File: config.mk
export PLATFORM = sky130hd
export DESIGN_NAME = addr_queue_rf
export DESIGN_NICKNAME = d
export VERILOG_FILES = /design/src/rtl/addr_pkg.sv /design/src/rtl/addr_queue_ptr.sv /design/src/rtl/addr_queue_rf.sv
export SDC_FILE = /design/constraint.sdc
export NUM_CORES = 1
export LEC_CHECK = 0
export BUFFER_PORTS_ARGS = -buffer_cell sky130_fd_sc_hd__clkbuf_2
export CAP_MARGIN = 20
export CORE_UTILIZATION = 35
export DETAILED_ROUTE_END_ITERATION = 10
export PLACE_DENSITY = 0.61
export REMOVE_ABC_BUFFERS = 1
export SLEW_MARGIN = 20
export SYNTH_ARGS = -nofsm -noshare
export SYNTH_HDL_FRONTEND = slang
export SYNTH_SLANG_ARGS = --single-unit
File: constraint.sdc
create_clock -name clock -period 5.95 [get_ports clock]
set_clock_uncertainty 0.1 [all_clocks]
set_input_delay 0.2975 -clock clock [delete_from_list [all_inputs] [get_ports clock]]
set_output_delay 0.2975 -clock clock [all_outputs]
set_load 0.03 [all_outputs]
File: src/rtl/addr_pkg.sv
// Shared constants and types for the weight address queue.
// Optional per-entry reuse is enabled with ADDR_QUEUE_REUSE_EN.
package addr_pkg;

    localparam int ADDR_W = 5;
    localparam int LANES  = 4;
    localparam int SET_W  = LANES * ADDR_W;

    typedef struct packed {
        logic [SET_W-1:0] row;
        logic [SET_W-1:0] col;
        logic [SET_W-1:0] ker;
    } addr_set_t;

    function automatic int cnt_width(input int depth);
        return $clog2(depth + 1);
    endfunction

endpackage

File: src/rtl/addr_queue_ptr.sv
// Pointer, occupancy and full/empty tracking for addr_queue_rf.
// Pop here means "retire the head"; the top decides when that happens.
module addr_queue_ptr
    import addr_pkg::*;
#(
    parameter int DEPTH = 4,
    localparam int PTR_W = $clog2(DEPTH),
    localparam int CNT_W = cnt_width(DEPTH)
) (
    input  logic             clock,
    input  logic             reset_n,
    input  logic             flush,
    input  logic             push,
    input  logic             pop,
    output logic [PTR_W-1:0] wr_ptr,
    output logic [PTR_W-1:0] rd_ptr,
    output logic [CNT_W-1:0] count,
    output logic             full,
    output logic             empty
);

    logic push_ok;
    logic pop_ok;

    assign full    = (count == CNT_W'(DEPTH));
    assign empty   = (count == '0);
    assign push_ok = push & ~full;
    assign pop_ok  = pop & ~empty;

    always_ff @(posedge clock or negedge reset_n) begin
        if (!reset_n) begin
            wr_ptr <= '0;
            rd_ptr <= '0;
            count  <= '0;
        end else if (flush) begin
            wr_ptr <= '0;
            rd_ptr <= '0;
            count  <= '0;
        end else begin
            if (push_ok) wr_ptr <= wr_ptr + PTR_W'(1);
            if (pop_ok)  rd_ptr <= rd_ptr + PTR_W'(1);
            if (push_ok && !pop_ok)      count <= count + CNT_W'(1);
            else if (pop_ok && !push_ok) count <= count - CNT_W'(1);
        end
    end

endmodule

File: src/rtl/addr_queue_rf.sv
// FWFT queue of {row, col, ker} weight address sets.
// Define ADDR_QUEUE_REUSE_EN to present each head reuse_in+1 times.
module addr_queue_rf
    import addr_pkg::*;
#(
    parameter int LANES  = addr_pkg::LANES,
    parameter int ADDR_W = addr_pkg::ADDR_W,
    parameter int DEPTH  = 4,
    localparam int CNT_W = cnt_width(DEPTH)
) (
    input  logic                    clock,
    input  logic                    reset_n,
    input  logic                    flush,
    input  logic                    wr_valid,
    output logic                    wr_ready,
    input  logic [LANES*ADDR_W-1:0] row_in,
    input  logic [LANES*ADDR_W-1:0] col_in,
    input  logic [LANES*ADDR_W-1:0] ker_in,
`ifdef ADDR_QUEUE_REUSE_EN
    input  logic [3:0]              reuse_in,
`endif
    output logic                    rd_valid,
    input  logic                    rd_ready,
    output logic [LANES*ADDR_W-1:0] row_out,
    output logic [LANES*ADDR_W-1:0] col_out,
    output logic [LANES*ADDR_W-1:0] ker_out,
    output logic [CNT_W-1:0]        count
);

    localparam int SW    = LANES * ADDR_W;
    localparam int PTR_W = $clog2(DEPTH);

    logic [SW-1:0]    row_mem [DEPTH];
    logic [SW-1:0]    col_mem [DEPTH];
    logic [SW-1:0]    ker_mem [DEPTH];
    logic [PTR_W-1:0] wr_ptr;
    logic [PTR_W-1:0] rd_ptr;
    logic             full;
    logic             empty;
    logic             push;
    logic             pop;
    logic             retire;

    assign wr_ready = ~full;
    assign rd_valid = ~empty;
    assign push     = wr_valid & wr_ready;
    assign pop      = rd_valid & rd_ready;

    addr_queue_ptr #(.DEPTH(DEPTH)) u_ptr (
        .clock   (clock),
        .reset_n (reset_n),
        .flush   (flush),
        .push    (push),
        .pop     (retire),
        .wr_ptr  (wr_ptr),
        .rd_ptr  (rd_ptr),
        .count   (count),
        .full    (full),
        .empty   (empty)
    );

    always_ff @(posedge clock or negedge reset_n) begin
        if (!reset_n) begin
            for (int i = 0; i < DEPTH; i++) begin
                row_mem[i] <= '0;
                col_mem[i] <= '0;
                ker_mem[i] <= '0;
            end
        end else if (push && !flush) begin
            row_mem[wr_ptr] <= row_in;
            col_mem[wr_ptr] <= col_in;
            ker_mem[wr_ptr] <= ker_in;
        end
    end

`ifdef ADDR_QUEUE_REUSE_EN
    logic [3:0]       reuse_mem [DEPTH];
    logic [3:0]       reuse_cnt;
    logic [PTR_W-1:0] nxt_ptr;

    assign nxt_ptr = rd_ptr + PTR_W'(1);
    assign retire  = pop & (reuse_cnt == '0);

    always_ff @(posedge clock or negedge reset_n) begin
        if (!reset_n) begin
            for (int i = 0; i < DEPTH; i++) reuse_mem[i] <= '0;
        end else if (push && !flush) begin
            reuse_mem[wr_ptr] <= reuse_in;
        end
    end

    // A push landing in the next head slot is not in storage yet.
    always_ff @(posedge clock or negedge reset_n) begin
        if (!reset_n) begin
            reuse_cnt <= '0;
        end else if (flush) begin
            reuse_cnt <= '0;
        end else if (retire) begin
            if (push && wr_ptr == nxt_ptr) reuse_cnt <= reuse_in;
            else                           reuse_cnt <= reuse_mem[nxt_ptr];
        end else if (pop) begin
            reuse_cnt <= reuse_cnt - 4'd1;
        end else if (push && empty) begin
            reuse_cnt <= reuse_in;
        end
    end
`else
    assign retire = pop;
`endif

    always_comb begin
        row_out = '0;
        col_out = '0;
        ker_out = '0;
        if (rd_valid) begin
            row_out = row_mem[rd_ptr];
            col_out = col_mem[rd_ptr];
            ker_out = ker_mem[rd_ptr];
        end
    end

endmodule

==> impl_results.md, run 1 <==
- Die span in x: 183.2 um
- Number of storage elements in the synthesis netlist: 247
- Die Outline Area: 33,580 um2
- Total power: 0.007383 W
- Sw Pwr: 0.002515 W
- Critical path cell sequence: buf_4 -> mux4_2 -> and2b_1 -> clkbuf_2
- Setup crit start kind: flip-flop
- Worst r2r src: u_ptr.count[1]
- Clock power frac: 22.5%
- Count of different cell masters after synthesis: 37
- Peak supply drop: 0.2941 mV
- Hold Worst Slack: 29.89 ps
- Avg Synthesized Cell Area: 16.22 um2
- Total detailed-routing wirelength: 23,980 um
- Hold buffers post-CTS: 62
- Crit path required time: 5550 ps
- Number of nets with antenna violations after routing: 0
- Commonest cells after routing, fill and taps aside: 245 x dfrtp_1, 218 x mux2_2, 128 x clkbuf_2
- Total Negative Setup Slacks: 0 ps
- Critical Path End Type: output pin
- Final estimated routing congestion in global placement: 0.6913
- Number of buffers inserted during clock tree synthesis: 28
- HP Start: wr_valid
- Post-layout minimum cycle time: 3450 ps
- Maximum single-stage delay on the critical path: 940 ps
- DR DRC count: 0
- Synth Flop Type: dfrtp_1
- Total of endpoints with negative setup slack in the final report: 0
- Final hold vios: 0
- Total routing usage reported by global routing: 14.80%
- TritonCTS clock tree: done
- Seq/Total Area, Yosys: 53.76%
- Area growth, synth to finish: 20.87%
- Power share of the combinational group: 39.2%
- R2r worst-path depth: 5
- RSZ-0062 raised after global routing: no
- Reg-to-reg slack, setup: 3320 ps
- Number of primary I/O pins: 130
- Worst r2r dst: ker_mem[33]
- Per-cell via count in the routed design: 4.842
- Height of the die: 183.2 um
- Final number of max-transition violations: 0
- Instance count after placement with tap cells included: 1,237
- Clock Sinks: 247
- Slew at the pin closest to its max-slew limit: 1004 ps
- First DRT Iteration DRCs: 214
- Status: finished, final reports clean
- Vias after detailed routing: 6,527
- Post-route core utilization: 42.82%
- Hold depth: 3
- Row cnt: 66
- Worst-path clk slew: 60 ps
- Postcts setup bufs: 0
- Count of input and output buffers: 129
- Clock root cell: clkbuf_16
- Half-perimeter wire length after placement: 13,820 um
- CTS max path bufs: 3
- Remaining global-route overflow: 0
- Critical path type: flip-flop to output pin
- Part of the power in registers: 38.2%
- Detailed Routing Iterations Pass 1: 4
- Syn Std Cell Area: 11,500 um2
- Hold Crit Class: primary input to flip-flop
- Effective utilization at floorplan: 35.43%
- Post-CTS sizing: 0
- Worst slew margin relative to its limit: 33.06%
- Total of max-cap violations: 0
- Slowest stage cell, crit path: dfrtp_4
- Most common cell after layout, fill and taps aside: dfrtp_1
- Max Freq: 0.2899 GHz
- Core region area: 32,450 um2
- Global-route wire length before repair: 39,140 um
- Fraction of layout cells with a size suffix above 1: 52.10%
- CTS H-tree depth: 1
- Average wire per cell in the routed design: 17.79 um
- Sink of the worst hold path: u_ptr.wr_ptr[1]
- P per Cell Area: 531.3 nW/um2
- Part of the cycle the worst path needs: 57.98%
- Antenna violations before repair: 3
- Filler cell count in the final layout: 2,959
- Yosys warning count: 0
- Via count of the first global-routing pass: 6,971
- Number of flops mapped to enable cells by yosys: 0
- Fin cells: 1,348
- Gate count of the mapped netlist: 709
- Power Internal: 0.004868 W
- Number of nets in the final layout: 957
- Source-to-sink clock delay at the later pin of the worst-skew pair: 530 ps
- Net Sw Frac: 34.06%
- Worst endpoint data arrival time: 3050 ps
- Largest fanout of any net on the critical path: 37
- Static Leakage: 6.347 nW
- Ys async rst share: 100.0%
- Pin count of the biggest net entering global routing: 146
## cells in the mapped netlist, types with 2 or more instances
| cell type | n | area share, % |
|---|---|---|
| a21oi_1 | 2 | 0.087 |
| and2b_1 | 31 | 2.0 |
| buf_2 | 6 | 0.26 |
| buf_4 | 6 | 0.39 |
| buf_6 | 24 | 2.4 |
| clkbuf_1 | 13 | 0.42 |
| dfrtp_1 | 247 | 54 |
| ha_1 | 4 | 0.44 |
| inv_1 | 8 | 0.26 |
| mux2_1 | 13 | 1.3 |
| mux2_2 | 218 | 21 |
| mux2_4 | 10 | 1.3 |
| mux4_2 | 60 | 12 |
| nand3_1 | 2 | 0.087 |
| nand3_4 | 4 | 0.61 |
| nor2_1 | 7 | 0.23 |
| nor2b_1 | 30 | 1.6 |
| o21ai_0 | 3 | 0.13 |
| o31ai_1 | 2 | 0.13 |
| xor2_1 | 2 | 0.15 |
## layer usage
| layer | share of wire [%] | global-route usage [%] |
|---|---|---|
| met1 | 48 | 21.17 |
| met5 | 0.054 | 0 |
| met4 | 1.4 | 3.233 |
| met2 | 46 | 23.35 |
| met3 | 4.1 | 2.800 |
## kinds of logic after synthesis
logic type      Yosys count  share of synthesized area (%)
fa+ha+maj                 5                         0.6094
xor+xnor                  2                         0.1524
mux                     302                          35.77
compound gates           16                          1.001
simple gates             78                          4.919
buf+inv                  59                          3.787
flops                   247                          53.76
## sequential cells by signal, summed over array words and instances (netlist names)
signal	flops
u_ptr.wr_ptr	2
u_ptr.rd_ptr	2
row_mem	80
col_mem	80
u_ptr.count	3
ker_mem	80
## layout make-up
| class | count | area (um2) | share of cell area, % |
|---|---|---|---|
| multi-input cells | 403 | 4886 | 35.16 |
| repair buffers | 198 | 1341 | 9.652 |
| clock inverters | 1 | 30.03 | 0.2161 |
| well taps | 442 | 553.0 | 3.979 |
| inverters | 9 | 33.78 | 0.2431 |
| diodes | 2 | 5.005 | 0.03601 |
| clock buffers | 46 | 859.6 | 6.185 |
| flip-flops and latches | 247 | 6188 | 44.53 |
## how the worst max path moves through the flow
stage	start	endpoint	cells after the start
final	u_ptr.rd_ptr[0]	ker_out[2]	4
after global placement	u_ptr.rd_ptr[0]	row_out[13]	4
after global routing	u_ptr.rd_ptr[0]	row_out[18]	4
after detailed placement	u_ptr.rd_ptr[0]	row_out[18]	4
after CTS	u_ptr.rd_ptr[0]	row_out[18]	4
after floorplan	u_ptr.count[1]	rd_valid	2
## critical path, delay by kind of cell, from the launching register on
family | cells | cell delay (ps)
flip-flops | 1 | 940
buffers and inverters | 2 | 790
multiplexers | 1 | 570
AND/OR/NAND/NOR | 1 | 200
## power by group through the flow
stage,sequential [W],combinational [W],clock [W]
floorplan,0.00273,0.00223,0
global placement,0.00284,0.00288,0
detailed placement,0.00286,0.00293,0
CTS,0.00283,0.00296,0.00171
global route,0.00293,0.00313,0.00179
finish,0.00282,0.00290,0.00166
## per-stage QoR
stage / cell area [um2] / setup WS [ps]
after floorplan: 11100 / 1630
after global placement: 12380 / 2971
after detailed placement: 12380 / 2932
after CTS: 13890 / 2351
after global routing: 13900 / 2239
final: 13900 / 2500
Note: power is estimated with default switching activity, not from simulation.
==> run 2: changes to the inputs <==
- PLACE_DENSITY: 0.61 -> 0.63
- clock period: 5.95 -> 3.15 ns (I/O delays scaled with it)
==> run 2 against run 1 <==
Critical path depth unchanged; largest power group unchanged; sequential cell count unchanged; die area unchanged; clock power increased by 66%; wire length increased by 1.1%; hold slack improved by 110 ps; sequential power increased by 85%.
==> impl_results.md, run 2 (synthesis gave the netlist of run 1 again) <==
- Peak supply drop: 0.5470 mV (was 0.2941 mV)
- Final number of max-transition violations: 0 (unchanged)
- CTS max path bufs: 3 (unchanged)
- Post-route core utilization: 43.06% (was 42.82%)
- Crit path required time: 2890 ps (was 5550 ps)
- Number of nets in the final layout: 973 (was 957)
- Final estimated routing congestion in global placement: 0.7924 (was 0.6913)
- Remaining global-route overflow: 0 (unchanged)
- Pin count of the biggest net entering global routing: 87 (was 146)
- Half-perimeter wire length after placement: 15,040 um (was 13,820 um)
- Hold Crit Class: primary input to asynchronous set/reset pin (was primary input to flip-flop)
- CTS H-tree depth: 1 (unchanged)
- Postcts setup bufs: 0 (unchanged)
- Source-to-sink clock delay at the later pin of the worst-skew pair: 520 ps (was 530 ps)
- P per Cell Area: 982.1 nW/um2 (was 531.3 nW/um2)
- N_diodes: 0 (was 2)
- Number of buffers inserted during clock tree synthesis: 27 (was 28)
- Total Negative Setup Slacks: 0 ps (unchanged)
- Leading registers by flop count: col_mem x80, ker_mem x80, row_mem x80 (unchanged)
- Total power: 0.01372 W (was 0.007383 W)
- Detailed Routing Iterations Pass 1: 4 (unchanged)
- Max Freq: 0.3705 GHz
- Core region area: 32,450 um2 (unchanged)
- Post-layout minimum cycle time: 2699 ps
- Worst slew margin relative to its limit: 54.64% (was 33.06%)
- Vias after detailed routing: 6,569 (was 6,527)
- Worst endpoint data arrival time: 2440 ps (was 3050 ps)
- Critical Path End Type: output pin (unchanged)
- Status: finished, final reports clean (unchanged)
- Fraction of layout cells with a size suffix above 1: 52.13% (was 52.10%)
- Die span in x: 183.2 um (unchanged)
- DR DRC count: 0 (unchanged)
- Filler cell count in the final layout: 3,012 (was 2,959)
- Worst path setup slack after routing: 450.8 ps (was 2500 ps)
- Die Outline Area: 33,580 um2 (unchanged)
- Most common cell after layout, fill and taps aside: dfrtp_1 (unchanged)
- Setup crit start kind: flip-flop (unchanged)
- First DRT Iteration DRCs: 174 (was 214)
- Count of input and output buffers: 129 (unchanged)
- Total detailed-routing wirelength: 24,230 um (was 23,980 um)
- Antenna violations before repair: 1 (was 3)
- RSZ-0062 raised after global routing: no (unchanged)
- Total of endpoints with negative setup slack in the final report: 0 (unchanged)
- Total routing usage reported by global routing: 14.90% (was 14.80%)
- Area growth, synth to finish: 21.55% (was 20.87%)
- Clock root cell: clkbuf_16 (unchanged)
- Per-cell via count in the routed design: 4.841 (was 4.842)
- Number of nets with antenna violations after routing: 0 (unchanged)
- Worst-path clk slew: 60 ps (about the same)
- Critical path type: flip-flop to output pin (unchanged)
- Global-route wire length before repair: 39,590 um (was 39,140 um)
- Number of primary I/O pins: 130 (unchanged)
- Row cnt: 66 (unchanged)
- Clock Sinks: 247 (unchanged)
- Total of max-cap violations: 0 (unchanged)
- Fin cells: 1,357 (was 1,348)
- Placement Setup Slack: 784.9 ps (was 2932 ps)
- Via count of the first global-routing pass: 7,279 (was 6,971)
- Effective utilization at floorplan: 35.43% (unchanged)
- Largest fanout of any net on the critical path: 28 (was 37)
- Instance count after placement with tap cells included: 1,251 (was 1,237)
- TritonCTS clock tree: done (unchanged)
- Final hold vios: 0 (unchanged)
- Height of the die: 183.2 um (unchanged)
- Static Leakage: 6.393 nW (was 6.347 nW)
- Slew at the pin closest to its max-slew limit: 680.4 ps (was 1004 ps)
- Average wire per cell in the routed design: 17.86 um (was 17.79 um)
- Commonest cells after routing, fill and taps aside: 245 x dfrtp_1, 218 x mux2_2, 128 x clkbuf_2 (unchanged)
- Part of the cycle the worst path needs: 85.69%
==> run 2: cell types whose count changed in the layout (fill, tap and decap cells not counted), sizes merged <==
cell / previous run / this run
bufinv: 1 / 0
buf: 8 / 22
clkinv: 0 / 1
dlygate4sd3: 62 / 65
diode: 2 / 0
clkbuf: 174 / 168
==> run 2: worst max-delay path, cell delays in order, from the launching register on <==
cell and delay [ps]:
dfrtp_4 700, buf_12 320, mux4_2 550, and2b_1 170
clkbuf_2 180
==> run 2: timing repair <==
action	in CTS	in global routing
gates resized for setup	0	0
endpoints found under the hold margin	326	0
hold buffers	65	0
==> run 2: per-layer routing <==
| layer | wire length [um] | track usage [%] |
|---|---|---|
| met5 | 13 | 0 |
| met3 | 1079 | 2.939 |
| met4 | 275 | 2.800 |
| met2 | 11410 | 24.20 |
| met1 | 11460 | 20.82 |
==> run 2: worst paths after layout <==
kind	start	cells past startpoint	slack, ps	to
worst max-delay path	u_ptr.rd_ptr[0]	4	450	row_out[4]
worst min-delay path	reset_n	2	140	row_mem[30]
worst max register to register	u_ptr.count[2]	7	730	u_ptr.count[2]
worst min register to register	ker_mem[59]	1	390	ker_mem[59]
max in group asynchronous	reset_n	3	1840	col_mem[1]
min in group clock	row_in[1]	3	350	row_mem[41]
==> run 2: final cells by class <==
| class | count | area, um2 | area share [%] |
|---|---|---|---|
| clock buffers | 40 | 734.5 | 5.256 |
| clock inverters | 1 | 5.005 | 0.03581 |
| inverters | 9 | 33.78 | 0.2417 |
| multi-input cells | 403 | 4886 | 34.96 |
| flip-flops and latches | 247 | 6186 | 44.27 |
| well taps | 442 | 553.0 | 3.957 |
| repair buffers | 215 | 1577 | 11.28 |
==> run 2: power by group <==
group	switching, W	internal [W]	leakage, nW
registers	0.000730	0.00449	3.11
logic	0.00286	0.00288	2.93
clock network	0.00118	0.00158	0.358
==> run 2: stage by stage <==
step,hold slack (ps),instance area (um2)
global placement,110.4,12580
detailed placement,108.8,12580
CTS,156.4,13970
global route,191.5,13970
floorplan,-238.1,11100
finish,140.6,13970
